--- src/rtl/seg_scan_if.sv ---
// Display bus seen by the scan reader: multiplexed segment/strobe lines in,
// debounced digit values and status pulses out.
interface seg_scan_if #(
   parameter int NUM_DIGITS = 4
);
   localparam int IDX_W = (NUM_DIGITS > 1) ? $clog2(NUM_DIGITS) : 1;

   logic [6:0]              seg_n;
   logic [NUM_DIGITS-1:0]   dig_n;
   logic [4*NUM_DIGITS-1:0] digits_o;
   logic [NUM_DIGITS-1:0]   valid_o;
   logic                    update_o;
   logic [IDX_W-1:0]        update_idx_o;
   logic                    pattern_err_o;
   logic                    scan_err_o;

   // display driver side
   modport master (
      output seg_n, dig_n,
      input  digits_o, valid_o, update_o, update_idx_o, pattern_err_o, scan_err_o
   );

   // reader side
   modport slave (
      input  seg_n, dig_n,
      output digits_o, valid_o, update_o, update_idx_o, pattern_err_o, scan_err_o
   );
endinterface

--- src/rtl/seg_scan_reader.sv ---
// Receive-side reader for a multiplexed 7-segment bus. Waits for a single
// strobe, lets it settle, samples and decodes the segments once, then
// debounces each digit over successive scans before publishing it.
//
// state  | meaning
// IDLE   | waiting for exactly one strobe low
// SETTLE | strobe latched, counting SETTLE_CYC constant cycles
// SAMPLE | decode segments for the latched digit, update debounce
// HOLD   | sample done, wait for the strobe to change
module seg_scan_reader #(
   parameter int NUM_DIGITS   = 4,
   parameter int SETTLE_CYC   = 4,
   parameter int STABLE_SCANS = 3
) (
   input  logic      clk,
   input  logic      rst_n,
   seg_scan_if.slave bus
);
   localparam int IDX_W = (NUM_DIGITS > 1) ? $clog2(NUM_DIGITS) : 1;
   localparam int SET_W = (SETTLE_CYC > 1) ? $clog2(SETTLE_CYC) : 1;
   localparam int CNT_W = $clog2(STABLE_SCANS + 1);

   typedef enum logic [1:0] {IDLE = 2'd0, SETTLE = 2'd1, SAMPLE = 2'd2, HOLD = 2'd3} state_t;

   logic [6:0]              seg_s1, seg_s2;
   logic [NUM_DIGITS-1:0]   dig_s1, dig_s2;
   state_t                  state;
   logic [NUM_DIGITS-1:0]   lat_vec;
   logic [IDX_W-1:0]        lat_idx;
   logic [SET_W-1:0]        scnt;
   logic [3:0]              cand [NUM_DIGITS];
   logic [CNT_W-1:0]        cnt  [NUM_DIGITS];
   logic [4*NUM_DIGITS-1:0] digits;
   logic [NUM_DIGITS-1:0]   valid;
   logic                    update;
   logic [IDX_W-1:0]        update_idx;
   logic                    pattern_err;
   logic                    scan_err;

   logic [NUM_DIGITS-1:0]   dig_low;
   logic                    one_hot, multi_low;
   logic [IDX_W-1:0]        hot_idx;
   logic                    seg_ok;
   logic [3:0]              seg_code;
   logic [3:0]              cur_cand, cur_code;
   logic [CNT_W-1:0]        cur_cnt, next_cnt;
   logic                    commit;

   function automatic logic [4:0] decode(input logic [6:0] p);
      case (p)
         7'b0000001: return {1'b1, 4'd0};
         7'b1001111: return {1'b1, 4'd1};
         7'b0010010: return {1'b1, 4'd2};
         7'b0000110: return {1'b1, 4'd3};
         7'b1001100: return {1'b1, 4'd4};
         7'b0100100: return {1'b1, 4'd5};
         7'b0100000: return {1'b1, 4'd6};
         7'b0001111: return {1'b1, 4'd7};
         7'b0000000: return {1'b1, 4'd8};
         7'b0000100: return {1'b1, 4'd9};
         7'b1111110: return {1'b1, 4'd10};
         7'b1111111: return {1'b1, 4'd15};
         default:    return {1'b0, 4'd0};
      endcase
   endfunction

   // two-flop synchronizers; idle bus level is all-high
   always_ff @(posedge clk or negedge rst_n) begin
      if (!rst_n) begin
         seg_s1 <= '1;
         seg_s2 <= '1;
         dig_s1 <= '1;
         dig_s2 <= '1;
      end else begin
         seg_s1 <= bus.seg_n;
         seg_s2 <= seg_s1;
         dig_s1 <= bus.dig_n;
         dig_s2 <= dig_s1;
      end
   end

   assign dig_low   = ~dig_s2;
   assign one_hot   = $onehot(dig_low);
   assign multi_low = !$onehot0(dig_low);
   assign {seg_ok, seg_code} = decode(seg_s2);

   // index of the strobe that is low (only used when exactly one is)
   always_comb begin
      hot_idx = '0;
      for (int i = 0; i < NUM_DIGITS; i++)
         if (dig_low[i]) hot_idx = IDX_W'(i);
   end

   // debounce outcome of the sample being taken for the latched digit
   always_comb begin
      cur_cand = cand[lat_idx];
      cur_cnt  = cnt[lat_idx];
      cur_code = digits[{lat_idx, 2'b00} +: 4];
      if (seg_code == cur_cand)
         next_cnt = (cur_cnt >= CNT_W'(STABLE_SCANS)) ? CNT_W'(STABLE_SCANS) : cur_cnt + 1'b1;
      else
         next_cnt = CNT_W'(1);
      commit = seg_ok && (next_cnt == CNT_W'(STABLE_SCANS)) &&
               (!valid[lat_idx] || (seg_code != cur_code));
   end

   // scan FSM with per-digit debounce and registered outputs
   always_ff @(posedge clk or negedge rst_n) begin
      if (!rst_n) begin
         state       <= IDLE;
         lat_vec     <= '1;
         lat_idx     <= '0;
         scnt        <= '0;
         for (int i = 0; i < NUM_DIGITS; i++) begin
            cand[i] <= '0;
            cnt[i]  <= '0;
         end
         digits      <= {NUM_DIGITS{4'hF}};
         valid       <= '0;
         update      <= 1'b0;
         update_idx  <= '0;
         pattern_err <= 1'b0;
         scan_err    <= 1'b0;
      end else begin
         update      <= 1'b0;
         pattern_err <= 1'b0;
         scan_err    <= 1'b0;
         case (state)
            IDLE: begin
               if (one_hot) begin
                  lat_vec <= dig_s2;
                  lat_idx <= hot_idx;
                  scnt    <= '0;
                  state   <= SETTLE;
               end
            end
            SETTLE: begin
               if (dig_s2 != lat_vec) begin
                  state    <= IDLE;
                  scan_err <= multi_low;
               end else if (scnt == SET_W'(SETTLE_CYC - 1)) begin
                  state <= SAMPLE;
               end else begin
                  scnt <= scnt + 1'b1;
               end
            end
            SAMPLE: begin
               state <= HOLD;
               if (!seg_ok) begin
                  pattern_err  <= 1'b1;
                  cnt[lat_idx] <= '0;
               end else begin
                  cand[lat_idx] <= seg_code;
                  cnt[lat_idx]  <= next_cnt;
                  if (commit) begin
                     digits[{lat_idx, 2'b00} +: 4] <= seg_code;
                     valid[lat_idx] <= 1'b1;
                     update         <= 1'b1;
                     update_idx     <= lat_idx;
                  end
               end
            end
            HOLD: begin
               // all-high is a normal blanking gap, only multi-low is an error
               if (dig_s2 != lat_vec) begin
                  state    <= IDLE;
                  scan_err <= multi_low;
               end
            end
            default: state <= IDLE;
         endcase
      end
   end

   assign bus.digits_o      = digits;
   assign bus.valid_o       = valid;
   assign bus.update_o      = update;
   assign bus.update_idx_o  = update_idx;
   assign bus.pattern_err_o = pattern_err;
   assign bus.scan_err_o    = scan_err;
endmodule
--- src/flat_wrapper.sv ---
// flat-port wrapper written by rule: the top's interface ports become plain ports
module seg_scan_reader_flat 
#(
   parameter int NUM_DIGITS   = 4,
   parameter int SETTLE_CYC   = 4,
   parameter int STABLE_SCANS = 3
)
  (clk, rst_n, bus_seg_n, bus_dig_n, bus_digits_o, bus_valid_o, bus_update_o, bus_update_idx_o, bus_pattern_err_o, bus_scan_err_o);
  seg_scan_if #(.NUM_DIGITS(NUM_DIGITS)) bus_i ();
  input  logic clk;
  input  logic rst_n;
  input wire logic [$bits(bus_i.seg_n)-1:0] bus_seg_n;
  input wire logic [$bits(bus_i.dig_n)-1:0] bus_dig_n;
  output wire logic [$bits(bus_i.digits_o)-1:0] bus_digits_o;
  output wire logic [$bits(bus_i.valid_o)-1:0] bus_valid_o;
  output wire logic [$bits(bus_i.update_o)-1:0] bus_update_o;
  output wire logic [$bits(bus_i.update_idx_o)-1:0] bus_update_idx_o;
  output wire logic [$bits(bus_i.pattern_err_o)-1:0] bus_pattern_err_o;
  output wire logic [$bits(bus_i.scan_err_o)-1:0] bus_scan_err_o;
  assign bus_i.seg_n = bus_seg_n;
  assign bus_i.dig_n = bus_dig_n;
  assign bus_digits_o = bus_i.digits_o;
  assign bus_valid_o = bus_i.valid_o;
  assign bus_update_o = bus_i.update_o;
  assign bus_update_idx_o = bus_i.update_idx_o;
  assign bus_pattern_err_o = bus_i.pattern_err_o;
  assign bus_scan_err_o = bus_i.scan_err_o;
  seg_scan_reader #(.NUM_DIGITS(NUM_DIGITS), .SETTLE_CYC(SETTLE_CYC), .STABLE_SCANS(STABLE_SCANS)) u_core (.clk(clk), .rst_n(rst_n), .bus(bus_i));
endmodule
--- config.mk ---
export PLATFORM = sky130hd
export DESIGN_NAME = seg_scan_reader_flat
export DESIGN_NICKNAME = d
export VERILOG_FILES = /design/src/rtl/seg_scan_if.sv /design/src/rtl/seg_scan_reader.sv /design/src/flat_wrapper.sv
export SDC_FILE = /design/constraint.sdc
export NUM_CORES = 1
export LEC_CHECK = 0
export BUFFER_PORTS_ARGS = -buffer_cell sky130_fd_sc_hd__buf_4
export CORE_ASPECT_RATIO = 1.25
export CORE_MARGIN = 5
export CORE_UTILIZATION = 59
export CTS_CLUSTER_SIZE = 12
export DETAILED_ROUTE_END_ITERATION = 6
export PLACE_DENSITY = 0.87
export SLEW_MARGIN = 0
export SYNTH_ARGS = -nofsm -noshare
export SYNTH_HDL_FRONTEND = slang
export SYNTH_SLANG_ARGS = --single-unit
--- constraint.sdc ---
create_clock -name clk -period 3.41 [get_ports clk]
set_input_delay 0.682 -clock clk [delete_from_list [all_inputs] [get_ports clk]]
set_output_delay 0.682 -clock clk [all_outputs]
set_load 0.05 [all_outputs]
* Word level (Yosys, flattened, before mapping)
Index checks and enable logic that the tools add are counted.
Storage, ports and cells: logic and storage cells 123, register bits after elaboration 81, output and inout port bits 25
Cells by class: equality and inequality tests 25, $lt $le $gt $ge 6, add/subtract/negate cells 6, shift-type cells 3, reduce and logical (&&, ||, !) cells 16, bitwise operators 5, mux-type cells 40
Operators with widths (count):
- $pmux 5 s12 | 1
- $bwmux 16 | 2
- $eq 7x7->1 const B | 4
- $mux 2 | 14
- $shift 4x6->16 const A | 1
- $shiftx 16x5->4 | 1
- $shiftx 4x6->16 | 1
- $eq 7x3->1 const B | 2
- $eq 7x6->1 const B | 2
- $mux 4 | 3
- $mux 1 | 10
- $and 8x8->8 | 1
- $bmux 4 s2 | 1
- $bwmux 8 | 1
- $demux 4 s2 | 1
- $eq 2x2->1 const B | 4
- $mux 8 | 1
- $ne 4x4->1 | 2
- $not 8->8 | 1
- $pmux 2 s4 | 1
- $eq 7x1->1 const B | 1
- $eq 7x4->1 const B | 1
- $eq 7x5->1 const B | 1
- $logic_not 7->1 | 1
- 33 further kinds | 43

* Depth between registers and ports, before layout
Gate-level depths: netlist of the first run.
depth in word-level cells 13, depth in mapped cells 11, depth with buffers taken out 9

* Least setup slack after synthesis of the first run
OpenSTA, ideal clock, no wires.
path type reg2reg, start point register u_core.seg_s2[5], end point register u_core.update_idx[0], in the netlist u_core.bus.update_idx_o[0], stages on the path, launching flop included 9, arrival 2.729 ns, period minus slack after synthesis 2.854 ns, data required time 3.285 ns, setup slack 0.556 ns, cell sequence dfstp_2 -> or3b_1 -> a211oi_1 -> nor3b_4 -> xnor2_1 -> o41a_1 -> and3_1 -> buf_6 -> mux2_4
Between the ends: word-level cells in the longest chain between the ends 8, elaborated cells between the ends (all ways) 21, classes of those cells 14 x eq/ne; 2 x mux; 5 x reduce/logical
RTL lines:
- start: declaration | RTL line seg_scan_reader.sv:25 | logic [6:0] seg_s1, seg_s2;
- start signal: assignment | RTL line seg_scan_reader.sv:76 | seg_s2 <= seg_s1;
- $eq 7x7->1 (tied with other cells) | RTL line seg_scan_reader.sv:50 | case (p)
- $pmux 5 s12 * | RTL line seg_scan_reader.sv:50
- $eq 4x4->1 | RTL line seg_scan_reader.sv:99 | if (seg_code == cur_cand)
- $mux 2 | RTL line seg_scan_reader.sv:99
- $eq 2x2->1 | RTL line seg_scan_reader.sv:103 | commit = seg_ok && (next_cnt == CNT_W'(STABLE_SCANS)) &&
- $logic_and 1x1->1 (2 in a row) | RTL line seg_scan_reader.sv:103
- $reduce_and 3->1 (no source line) *
- end signal: assignment | RTL line seg_scan_reader.sv:159 | update_idx <= lat_idx;
- end: declaration | RTL line seg_scan_reader.sv:36 | logic [IDX_W-1:0] update_idx;
Mark *: on every way between the ends. The rest lies on a longest branch, timed or not. A chain may end at the register's enable or synchronous reset.

* Final worst setup path of the first run
Same ends and word-level chain as after synthesis.

==> metrics list, run 1 <==
- Yosys warns: 0
- Area delta synth->final: 14.64%
* Worst skew pair latency: 360 ps
- Post-Synthesis Cells: 339
* Worst hold slack: between 300 and 400 ps
* Min cycle time layout: 3197 ps
- Fill cell instance count of the final layout: 498
- Global placer's final weighted congestion: slightly below 0.9
- Maximum clock insertion buffer count: 2
- Entering global routing, the biggest net connects between 80 and 90 pins.
- Number of nets in the layout: 408
- TritonCTS built the clock tree.
- Peak ir drop on the vdd network: 535.4 uV
* Input/output buffers: 37
- Summing all flip-flop and latch instances after layout gives 0.002079 sq mm.
* Areal power density over the cells: 525.3 mW/mm^2
- Ranked by total cell area, the synthesized netlist is headed by dfstp_2 28%, dfrtp_1 25%, mux4_2 6.3%.
* Average via count per standard cell: just under 6
- After layout, the design draws a total of about 0.0024 W.
* Number of nets produced by synthesis: between 300 and 400
* DIE WIDTH: 82.77 microns
* GRT Resource Usage Total: a little under a quarter
- Total Die Area: 0.008356 sq mm
- Fin. Hold Viols: 0
- CTS Root Buffer Type: clkbuf_8
- Outcome: finished, final reports clean
* Slowest cell delay on critical path: 600 ps
- Setup repair after global routing left no endpoint under its margin.
* Number of flops mapped to enable cells by yosys: 0
* Drc violations: 0
- Timing would allow up to 312.8 MHz.
- Most frequent cells after synthesis: 42 x dfstp_2, 39 x dfrtp_1, 35 x nand2_1, 32 x o21ai_0, 30 x nor2_1
* Count of endpoints failing setup in the final report: 0
* Clock slew at reported path FFs: 80 ps
* Vertical die dimension: 101.0 microns
- The largest individual stage delay along the critical path comes from the cell dfstp_2.
* Final period util: 93.74%
* Cell class contributing the biggest share of worst-path delay: compound AO/OA/AOI/OAI gates
- The first TritonRoute pass finished after 4 iterations.
* Top-level port count: 38
- The critical path contains buffers and inverters numbering 0 combined.
- Counting the buffers created by CTS gives 9.
- The biggest area contributor in the post-synthesis netlist is dfstp_2.
* Congestion Overflow GR: 0
- The number of max-slew violations in the final report is 0.
- The total area inside the core boundary comes to 0.006524 sq mm.
- The synthesized design contains 81 register bits.
- The routed design has 8159 microns of wire.
* Via count of the first global-routing pass: 3020
- Cell breakdown of the critical path: or3b_1 > a211oi_1 > nor3b_4 > xnor2_1 > o41a_1 > and3_1 > mux2_4
- The multi-input combinational cells in the finished layout cover a total of approximately 0.0017 sq mm.
* CP Launch Type: flop
- After synthesis the cells add up to 0.003905 sq mm.
- The initial antenna violation count came to 0.
- Standard-cell row count: 33
- Layout cell share with drive strength beyond 1: 31.61%
- CTS H-tree depth: 3
- Total negative setup slack: 0 ps
- For the worst setup path, the data arrival time is between 3000 and 4000 ps.
* Count of antenna-violating nets left after detailed routing: 0
- Kind of end point of the critical path: flop
- Prevailing post-synth register cell: dfstp_2
- Worst-path fanout max: 10
- After clock tree synthesis, the setup repair step added 0 buffers.
- Data required time at the worst endpoint: 3650 ps
- For the final database, setup skew stands at 12.30 ps.
* Actual transition at the worst max-transition pin: 958.7 ps
* Share of the yosys chip area belonging to registers: 53.25%
* Global-route wire length before repair: 14310 microns
- Number of max-capacitance violations reported: 0
- Violation count after the first detailed-routing iteration: 227
- Once detailed placement completed, the half-perimeter wirelength came to 5895 microns.
- Mean routed wirelength per cell: 17.25 microns
- Mean post-synth cell area: 11.52 sq um
* Starting utilization of the core area: roughly three fifths
- Number of antenna diodes: 0
* Total number of vias: 2773
- The worst setup path is of the flop to flop kind.
* Post-synth top area share: 28.26%
- CTS hold repair buffers: 0
* Number of resized instances in the post-cts repair step: 0
* Min-delay worst type: flop to flop
- Measured against its own limit, the worst slew margin works out to between 30% and 40%.
- Counting every sink on the clock net gives around 80.
* Most frequently used cell type in the post-synthesis netlist: dfstp_2
- The analysis attributes to cell leakage a power of between 1.5 and 2 nW.
- Count of distinct cell types in the synthesized netlist: 51
- Counting flops with an async set or reset pin after synthesis yields a share of 100.0%.
## flip-flops by register name, indices dropped and copies added, names as in the netlist, 2 cells and up, named ones only
register and cells:
u_core.seg_s2 7, u_core.cnt 8, u_core.lat_idx 2, u_core.dig_s1 4, u_core.bus.digits_o 16, u_core.cand 16, u_core.dig_s2 4, u_core.seg_s1 7
u_core.scnt 2, u_core.lat_vec 4, u_core.bus.valid_o 4, u_core.bus.update_idx_o 2
## per-layer routing
metal | up-vias | part of all wire [%] | wire (microns) | global-route usage (%)
li1 | 1291 | - | - | -
met4 | 0 | 3.0 | 247 | 10.19
met2 | 67 | 54 | 4370 | 38.02
met5 | - | 0 | 0 | 0
met1 | 1390 | 39 | 3186 | 26.92
met3 | 25 | 4.4 | 355 | 5.725
## where the power goes
group	total [W]	switching, W	leakage (nW)	internal [W]
Sequential	0.00114	0.0000915	0.975	0.00105
Combinational	0.000509	0.000295	0.914	0.000214
Clock	0.000698	0.000358	0.0964	0.000341
## placed cells by master, fill, tap and decap left out, drive strengths merged, types with 2 or more instances in the layout
| cell | instances |
|---|---|
| a2111oi | 2 |
| a211oi | 2 |
| a21o | 4 |
| a21oi | 6 |
| a22o | 2 |
| a31o | 4 |
| a41oi | 4 |
| and2 | 4 |
| and3 | 2 |
| buf | 44 |
| clkbuf | 10 |
| clkinv | 4 |
| dfrtp | 39 |
| dfstp | 42 |
| ha | 13 |
| inv | 16 |
| mux2 | 15 |
| mux4 | 11 |
| nand2 | 35 |
| nand3 | 7 |
| nand3b | 4 |
| nand4 | 8 |
| nor2 | 30 |
| nor2b | 2 |
| nor3 | 4 |
| nor4 | 2 |
| o21ai | 32 |
| or2 | 3 |
| or3 | 4 |
| xnor2 | 9 |
| xor2 | 3 |
## area by class of cell
cell class                 count  area share, %
clock buffer                  10          2.851
clock inverter                 6          1.537
timing repair buffer          44          7.378
inverter                      16          1.342
sequential                    81          46.45
multi-input combinational    229          38.01
tap                           87          2.432
## per-stage QoR
stage          util [%]  worst slack, ps  instance area (sq um)  std cells
2_1_floorplan         -            555.6                   3905        339
6_report          68.62            213.3                   4477        473
5_1_grt           68.62            91.24                   4477        473
3_3_place_gp      65.61            385.6                   4280        457
4_1_cts           68.62            228.1                   4477        473
3_5_place_dp      65.61            277.2                   4280        457
## path summary, 6_finish.rpt
| check | endpoint | slack, ps | start | depth (start not counted) |
|---|---|---|---|---|
| min in group asynchronous | u_core.scnt[1] | 480 | rst_n | 1 |
| max | u_core.bus.update_idx_o[0] | 210 | u_core.seg_s2[5] | 7 |
| max reg2reg | u_core.bus.update_idx_o[0] | 210 | u_core.seg_s2[5] | 7 |
| min | u_core.seg_s2[2] | 360 | u_core.seg_s1[2] | 0 |
| min reg2reg | u_core.seg_s2[2] | 360 | u_core.seg_s1[2] | 0 |
| max in group asynchronous | u_core.cand[7] | 2330 | rst_n | 1 |
## worst reg2reg max path, stage by stage (launching register included)
cell      delay [ps]
dfstp_2          600
or3b_1           360
a211oi_1         530
nor3b_4          160
xnor2_1          180
o41a_1           540
and3_1           360
mux2_4           350
## cells by family after synthesis
family | count (synthesis) | share of synthesized area, %
flops | 81 | 53.25
compound gates | 66 | 11.25
fa+ha+maj | 14 | 4.678
xor+xnor | 12 | 2.692
mux | 26 | 10.86
simple gates | 111 | 14.10
buf+inv | 29 | 3.172
No activity file was read; power rests on OpenSTA's default activity.
==> run 2, diff against run 1 <==
- SLEW_MARGIN: 0 -> not set
- clock period: 3.41 -> 3.2 ns (I/O delays scaled with it)
==> metrics list, run 2 (synthesis gave the netlist of run 1 again) <==
- The run finished with clean final reports.
- Final period util: 92.68% (-1.1 points)
- Headroom to the max-slew limit: 36.04% (-0.050 points)
- The path with the worst hold slack has its endpoint at u_core.dig_s2[0].
- Number of antenna violations at the first check in global routing: 0 (unchanged)
* CTS hold repair buffers: 0 (unchanged)
* Total Routed Length: 8241 microns (+1.0%)
* Min cycle time layout: 2966 ps (-231.0 ps)
- The overall fraction of global-route tracks in use is 21.91% (-0.70 points).
* Core box area: 0.006524 sq mm (unchanged)
- The number of sinks handled by clock tree synthesis was 81 (unchanged).
- The number of maximum-capacitance constraint violations was 0 (unchanged).
* Fill cell instance count of the final layout: 466 (-6.4%)
- The top-level port count is 38 (unchanged).
* Data required time at the worst endpoint: 3490 ps (-160 ps)
- The reported leakage power is 1.978 nW (-0.34%).
- The startpoint identified for the worst register-to-register timing path is u_core.seg_s2[6].
- The row count came to 33 (unchanged).
- The remaining global-route overflow came to 0 (unchanged).
* Peak ir drop on the vdd network: 480.5 uV (-10%)
- FF-to-FF End: u_core.bus.digits_o[12]
* Maximum number of pins on one net before global-route repair: 82 (unchanged)
- Global-route wire length before repair: 13410 microns (-6.3%)
* Clock slew at reported path FFs: 90 ps (about the same)
- Buffers inserted during post-CTS setup optimization: 0 (unchanged)
- The initial cell density of the core came to 59.86% (unchanged).
- The count of antenna diodes in the layout came to 0 (unchanged).
* Vertical die dimension: 101.0 microns (unchanged)
- The quantity of gates resized following cts came to 0 (unchanged).
* Drc violations: 0 (unchanged)
* Count of antenna-violating nets left after detailed routing: 0 (unchanged)
- Final number of max-transition violations: 0 (unchanged)
- The worst setup path is captured at a flop.
- Input/output buffers: 37 (unchanged)
- The DRC violation total after the first TritonRoute iteration came to 302 (+33%).
- The area of the die is 0.008356 sq mm (unchanged).
* Fin. Hold Viols: 0 (unchanged)
- The ratio of routed vias to standard cells was 5.918 (+0.94%).
- 1st-pass router iterations: 5 (+1)
- The total clock buffers created by CTS came to 9 (unchanged).
* Area delta synth->final: 14.45%
* Worst-case clock skew: 11.28 ps (-1.020 ps)
- The worst setup slack for register-to-register paths was 230 ps (+20 ps).
- Total negative setup slack: 0 ps (unchanged)
- In this run the worst hold path is classified as flop to flop.
- Count of endpoints failing setup in the final report: 0 (unchanged)
* Hold wc startpoint: u_core.dig_s1[0]
* Setup repair after global routing missed its margin: false
- CTS H-tree depth: 3 (unchanged)
- The library cell used most frequently in the layout, excluding fill and tap cells, is buf_4.
* Reg2reg path depth: 8 (+1)
* Maximum operating frequency: 337.2 MHz (+7.8%)
- Mean routed wirelength per cell: 17.39 microns (+0.79%)
- DIE WIDTH: 82.77 microns (unchanged)
* Post-DP HPWL: 5878 microns (-0.27%)
- Global placer's final weighted congestion: 0.8692 (-2.7%)
- The highest net fanout along the worst path is 8 (-2).
* CP Launch Type: flop
* Number of nets in the layout: 409 (+0.25%)
- Via count of the first global-routing pass: 2737 (-9.4%)
* Areal power density over the cells: 546.6 mW/mm^2 (+4.1%)
- Actual transition at the worst max-transition pin: 959.4 ps (+0.7484 ps)
- Worst skew pair latency: 360 ps (about the same)
- Maximum clock insertion buffer count: 2 (unchanged)
- CTS Root Buffer Type: clkbuf_8
* Setup CP Type: flop to flop
- Total number of vias: 2805 (+1.2%)
- Layout cell share with drive strength beyond 1: 31.78% (+0.18 points)
- TritonCTS built the clock tree.
* Commonest non-fill, non-tap cells in the layout: 45 x buf_4, 42 x dfstp_2, 39 x dfrtp_1
* Final standard cell utilization of the core: 68.51% (-0.11 points)
* Worst hold stages: 0 (unchanged)
- Endpoint arrival time on the critical path: 3250 ps (-190 ps)
run 2: cell types whose count changed in the layout (fill, tap and decap cells not counted), sizes merged:
cell | previous run | this run
clkbuf | 10 | 11
inv | 16 | 17
clkinv | 4 | 1
buf | 44 | 45
bufinv | 1 | 0
clkinvlp | 1 | 3
run 2: report_power, final:
part / switching, W / leakage [nW] / internal [W]
registers: 0.000110 / 0.975 / 0.00112
clock network: 0.000376 / 0.0822 / 0.000307
logic: 0.000305 / 0.921 / 0.000224
run 2: worst max path at each step:
stage	slack, ps	from	end
final	230	u_core.seg_s2[6]	u_core.bus.digits_o[12]
after global routing	150	u_core.lat_idx[0]	u_core.bus.digits_o[15]
after CTS	260	u_core.seg_s2[6]	u_core.bus.digits_o[12]
after detailed placement	280	u_core.seg_s2[6]	u_core.bus.digits_o[12]
after global placement	380	u_core.seg_s2[5]	u_core.bus.digits_o[13]
after floorplan	350	u_core.seg_s2[5]	u_core.bus.update_idx_o[0]
run 2: area by class of cell:
cell class | instances | area [sq um] | area share [%]
repair buffers | 45 | 337.8 | 7.559
clock buffers | 11 | 141.4 | 3.164
clock inverters | 5 | 40.04 | 0.8959
inverters | 16 | 60.06 | 1.344
multi-input cells | 229 | 1702 | 38.07
well taps | 87 | 108.9 | 2.436
flip-flops and latches | 81 | 2079 | 46.53
run 2: critical path, stage by stage (launching register included):
cell	delay (ps)
dfstp_2	410
or3_1	390
nor4_1	490
nor2_1	150
xor2_1	280
o2111a_1	340
buf_4	190
nand4_1	240
mux2_1	400
run 2: metal layers:
metal / track usage (%) / up-vias / part of all wire [%]
met5: 0 / - / 0
met2: 35.19 / 103 / 53
met4: 8.679 / 0 / 2.5
li1: - / 1283 / -
met1: 27.74 / 1401 / 39
met3: 6.351 / 18 / 5.7
run 2: metrics by stage:
stage	std cells	worst slack (ps)	hold WS (ps)	total power (W)	instance area, sq um
2_1_floorplan	339	345.6	344.4	0.001608	3905
4_1_cts	474	262.9	357.8	0.002458	4469
5_1_grt	474	153.4	352.4	0.002580	4469
6_report	474	234.3	354.5	0.002443	4469
3_3_place_gp	458	376.0	345.4	0.001749	4288
3_5_place_dp	458	283.0	347.2	0.001771	4288
==> run 3, diff against run 2 <==
- ABC_AREA: not set -> 1
- CORE_UTILIZATION: 59 -> 60
- SLEW_MARGIN: not set -> 40
==> metrics list, run 3 <==
- Maximum clock insertion buffer count: 2 (unchanged)
- Inserted Clock Buffers: 9 (unchanged)
* Fill cell instance count of the final layout: 514 (+10%)
* Yosys warns: 0 (unchanged)
- The worst-case reg-to-reg path depth is 12 (+4).
* Post-Synthesis Cells: 536 (+58%)
- CP Launch Type: flop
- GRT Resource Usage Total: 22.79% (+0.89 points)
- The sum of buffers and inverters on the critical path is 4 (+3).
* Commonest non-fill, non-tap cells in the layout: 164 x nand2_1, 56 x nor2_1, 53 x inv_1
- Final period util: 83.16% (-9.5 points)
- The worst setup path is captured at a flop.
* Congestion Overflow GR: 0 (unchanged)
- The overall via count from detail_route was 3627 (+29%).
* Top-level port count: 38 (unchanged)
* Most frequently used cell type in the post-synthesis netlist: nand2_1
- 1st-pass router iterations: 5 (unchanged)
- Of all cell types, the one taking the most synthesized area is dfstp_2.
- The number of global-route vias before repair is 3682 (+35%).
- The delay of the slowest cell on the worst path is 580 ps (+90 ps).
- Count of antenna-violating nets left after detailed routing: 0 (unchanged)
- TritonCTS clock tree: done
* Fin. Hold Viols: 0 (unchanged)
- Peak ir drop on the vdd network: 426.5 uV (-11%)
- Post-DP HPWL: 6669 microns (+13%)
- Number of flops mapped to enable cells by yosys: 0 (unchanged)
* Headroom to the max-slew limit: 54.15% (+18 points)
- The cell internal power dissipation came to 0.001991 W (+21%).
* DIE WIDTH: 85.58 microns (+3.4%)
- Setup CP Type: flop to flop
* Combinational Power Share: 34.6% (+13 points)
- Cell breakdown of the critical path: inv_1 > ha_1 > ha_1 > inv_1 > fa_1 > nand3_1 > nor3_1 > inv_1 > nor2_1 > inv_1 > a21oi_1 > a21oi_1
* Areal power density over the cells: 656.6 mW/mm^2 (+20%)
- Count of distinct cell types in the synthesized netlist: 33 (-35%)
- The total detailed-routing wirelength is 9559 microns (+16%).
- The timing-limited maximum frequency is 375.8 MHz (+11%).
- The post-detailed-route DRC marker count is 0 (unchanged).
* Most frequent standard cell in the layout excluding fill and tap cells: nand2_1
- The highest net fanout along the worst path came to 14 (+6).
- The power share of the sequential group came to 37.3% (-13 points).
- Global routing met3 resource utilization: 3.962% (-2.4 points)
- The initial antenna violation count came to 0 (unchanged).
- The die span in y was 104.5 microns (+3.5%).
- Clock slew at reported path FFs: 80 ps (about the same)
- From synthesis to final layout, the design area changed by 13.84%.
* Actual transition at the worst max-transition pin: 687.7 ps (-271.7 ps)
- CTS Root Buffer Type: clkbuf_8
- The portion of the post-synthesis area used by sequential elements came to 48.54% (-4.7 points).
- The slowest stage of the critical path belongs to the cell dfstp_2.
- Number of max-capacitance violations reported: 0 (unchanged)
* Proportion of total power due to net switching: 37.83% (+5.5 points)
- Outcome: finished, final reports clean
- The fraction of power consumed by the clock network came to 28.1% (+0.2 points).
- The flop and latch count out of synthesis was 81 (unchanged).
- The share of post-route cells with drive strength above 1 was 22.13% (-9.7 points).
- Input/output buffers: 37 (unchanged)
* GRT met1 Usage: 27.70% (-0.044 points)
- Min cycle time layout: 2661 ps (-304.6 ps)
- Cells taking the most area after synthesis: dfstp_2 26%, dfrtp_1 23%, nand2_1 14%
- Count of endpoints failing setup in the final report: 0 (unchanged)
* Starting utilization of the core area: 61.41% (+1.5 points)
* Data required time at the worst endpoint: 3400 ps (-90 ps)
- Number of antenna diodes: 0 (unchanged)
- The post-synth design cell area was 0.004284 sq mm (+9.7%).
- Worst skew pair latency: 360 ps (about the same)
* Fraction of synthesis flops using an asynchronous set or reset pin: 100.0% (unchanged)
* Violation count after the first detailed-routing iteration: 295 (-2.3%)
- The number of cells on the critical path was 12 (+4).
* Buffers inserted during post-CTS setup optimization: 0 (unchanged)
* Maximum number of pins on one net before global-route repair: 82 (unchanged)
- The global routing stage identified its most utilized layer as met2.
- The wire length of the first global-routing pass was 16520 microns (+23%).
* Final number of max-transition violations: 0 (unchanged)
- Number of nets produced by synthesis: 563 (+54%)
- Prevailing post-synth register cell: dfstp_2
* Leakage: 2.421 nW (+22%)
- The commonest cells after synthesis are 164 x nand2_1, 56 x nor2_1, 53 x inv_1, 44 x nand3_1, 42 x dfstp_2.
- Setup repair after global routing missed its margin: false
- Endpoint arrival time on the critical path: 2860 ps (-390 ps)
- The area of the die is 0.008941 sq mm (+7.0%).
* Met2 track demand over resource in global routing: 39.61% (+4.4 points)
* Core box area: 0.006977 sq mm (+6.9%)
* Standard-cell row count: 34 (+3.0%)
- The count of hold-fix buffers inserted at cts was 0 (unchanged).
- Average via count per standard cell: 5.389 (-8.9%)
* Min-delay worst type: primary input to asynchronous set/reset pin
- The quantity of gates resized following cts was 0 (unchanged).
- TritonCTS Sinks: 81 (unchanged)
* Global placer's final weighted congestion: 0.9276 (+6.7%)
- Grouping stages by cell kind, the critical path spends the most delay in adder cells.
- The maximum level of the CTS H-tree is 3 (unchanged).
- The sum of negative setup slack was 0 ps (unchanged).
* Post-layout total power: 0.003202 W (+31%)
- The layout net count came to 605 (+48%).
- Post-synth top area share: 25.76% (-2.5 points)
- Cell seen most often among critical-path stages: inv_1
* Mean routed wirelength per cell: 14.20 microns (-18%)
- Switching power: 0.001211 W (+53%)
* Mean post-synth cell area: 7.993 sq um (-31%)
* Worst-case clock skew: 12.35 ps (+1.073 ps)
==> run 3: cell count changes after synthesis, moves of 10 or more <==
cell / previous run / this run
mux4_2: 11 / 0
nand2_1: 35 / 164
o21ai_1: 0 / 10
inv_1: 16 / 53
nand3_1: 7 / 44
inv_2: 0 / 13
mux2_1: 12 / 0
nor2_1: 30 / 56
==> run 3: final cells by class <==
class | instances | area (sq um) | area share [%]
Clock buffer | 9 | 123.9 | 2.540
Clock inverter | 7 | 117.6 | 2.411
Inverter | 66 | 247.7 | 5.080
Multi-Input combinational cell | 380 | 1892 | 38.79
Sequential cell | 81 | 2079 | 42.64
Tap cell | 90 | 112.6 | 2.309
Timing Repair Buffer | 40 | 304.0 | 6.234
==> run 3: kinds of logic after synthesis <==
kind of cell	count (synthesis)	synth area share [%]
AOI/OAI and AO/OA	71	9.229
xor gates and xnor gates	4	0.8177
adders and majority gates	14	4.264
buffers and inverters	75	7.301
DFF	81	48.54
muxes	1	0.2337
and+or+nand+nor	290	29.61
==> run 3: worst paths after layout <==
| check | startpoint | slack [ps] | to |
|---|---|---|---|
| max in group asynchronous | rst_n | 2420 | u_core.bus.valid_o[1] |
| min in group clk | u_core.seg_s1[6] | 350 | u_core.seg_s2[6] |
| worst max register to register | u_core.dig_s2[2] | 540 | u_core.lat_idx[0] |
| worst min-delay path | rst_n | 300 | u_core.state[0] |
| worst max-delay path | u_core.dig_s2[2] | 540 | u_core.lat_idx[0] |
| worst min register to register | u_core.seg_s1[6] | 350 | u_core.seg_s2[6] |
==> run 3: through the flow <==
step,hold WS [ps],cell area [sq um],setup WS (ps),utilization [%],instances
finish,302.6,4877,538.9,69.91,673
global route,362.8,4877,346.1,69.91,673
CTS,334.7,4877,569.6,69.91,673
detailed placement,347.2,4636,596.4,66.45,657
global placement,346.8,4632,769.4,66.39,657
floorplan,344.4,4284,954.0,-,536
==> run 3: power groups by stage <==
stage	Combinational, W	Clock [W]	Sequential [W]
finish	0.00111	0.000900	0.00119
global route	0.00123	0.000953	0.00120
CTS	0.00109	0.000913	0.00119
detailed placement	0.00107	0	0.00121
global placement	0.00104	0	0.00120
floorplan	0.000808	0	0.00124
==> run 3: routing by layer <==
layer  part of all wire (%)  wire (microns)
met4                    1.5             140
met2                     53            5033
met5                      0               0
met1                     41            3951
met3                    4.5             434
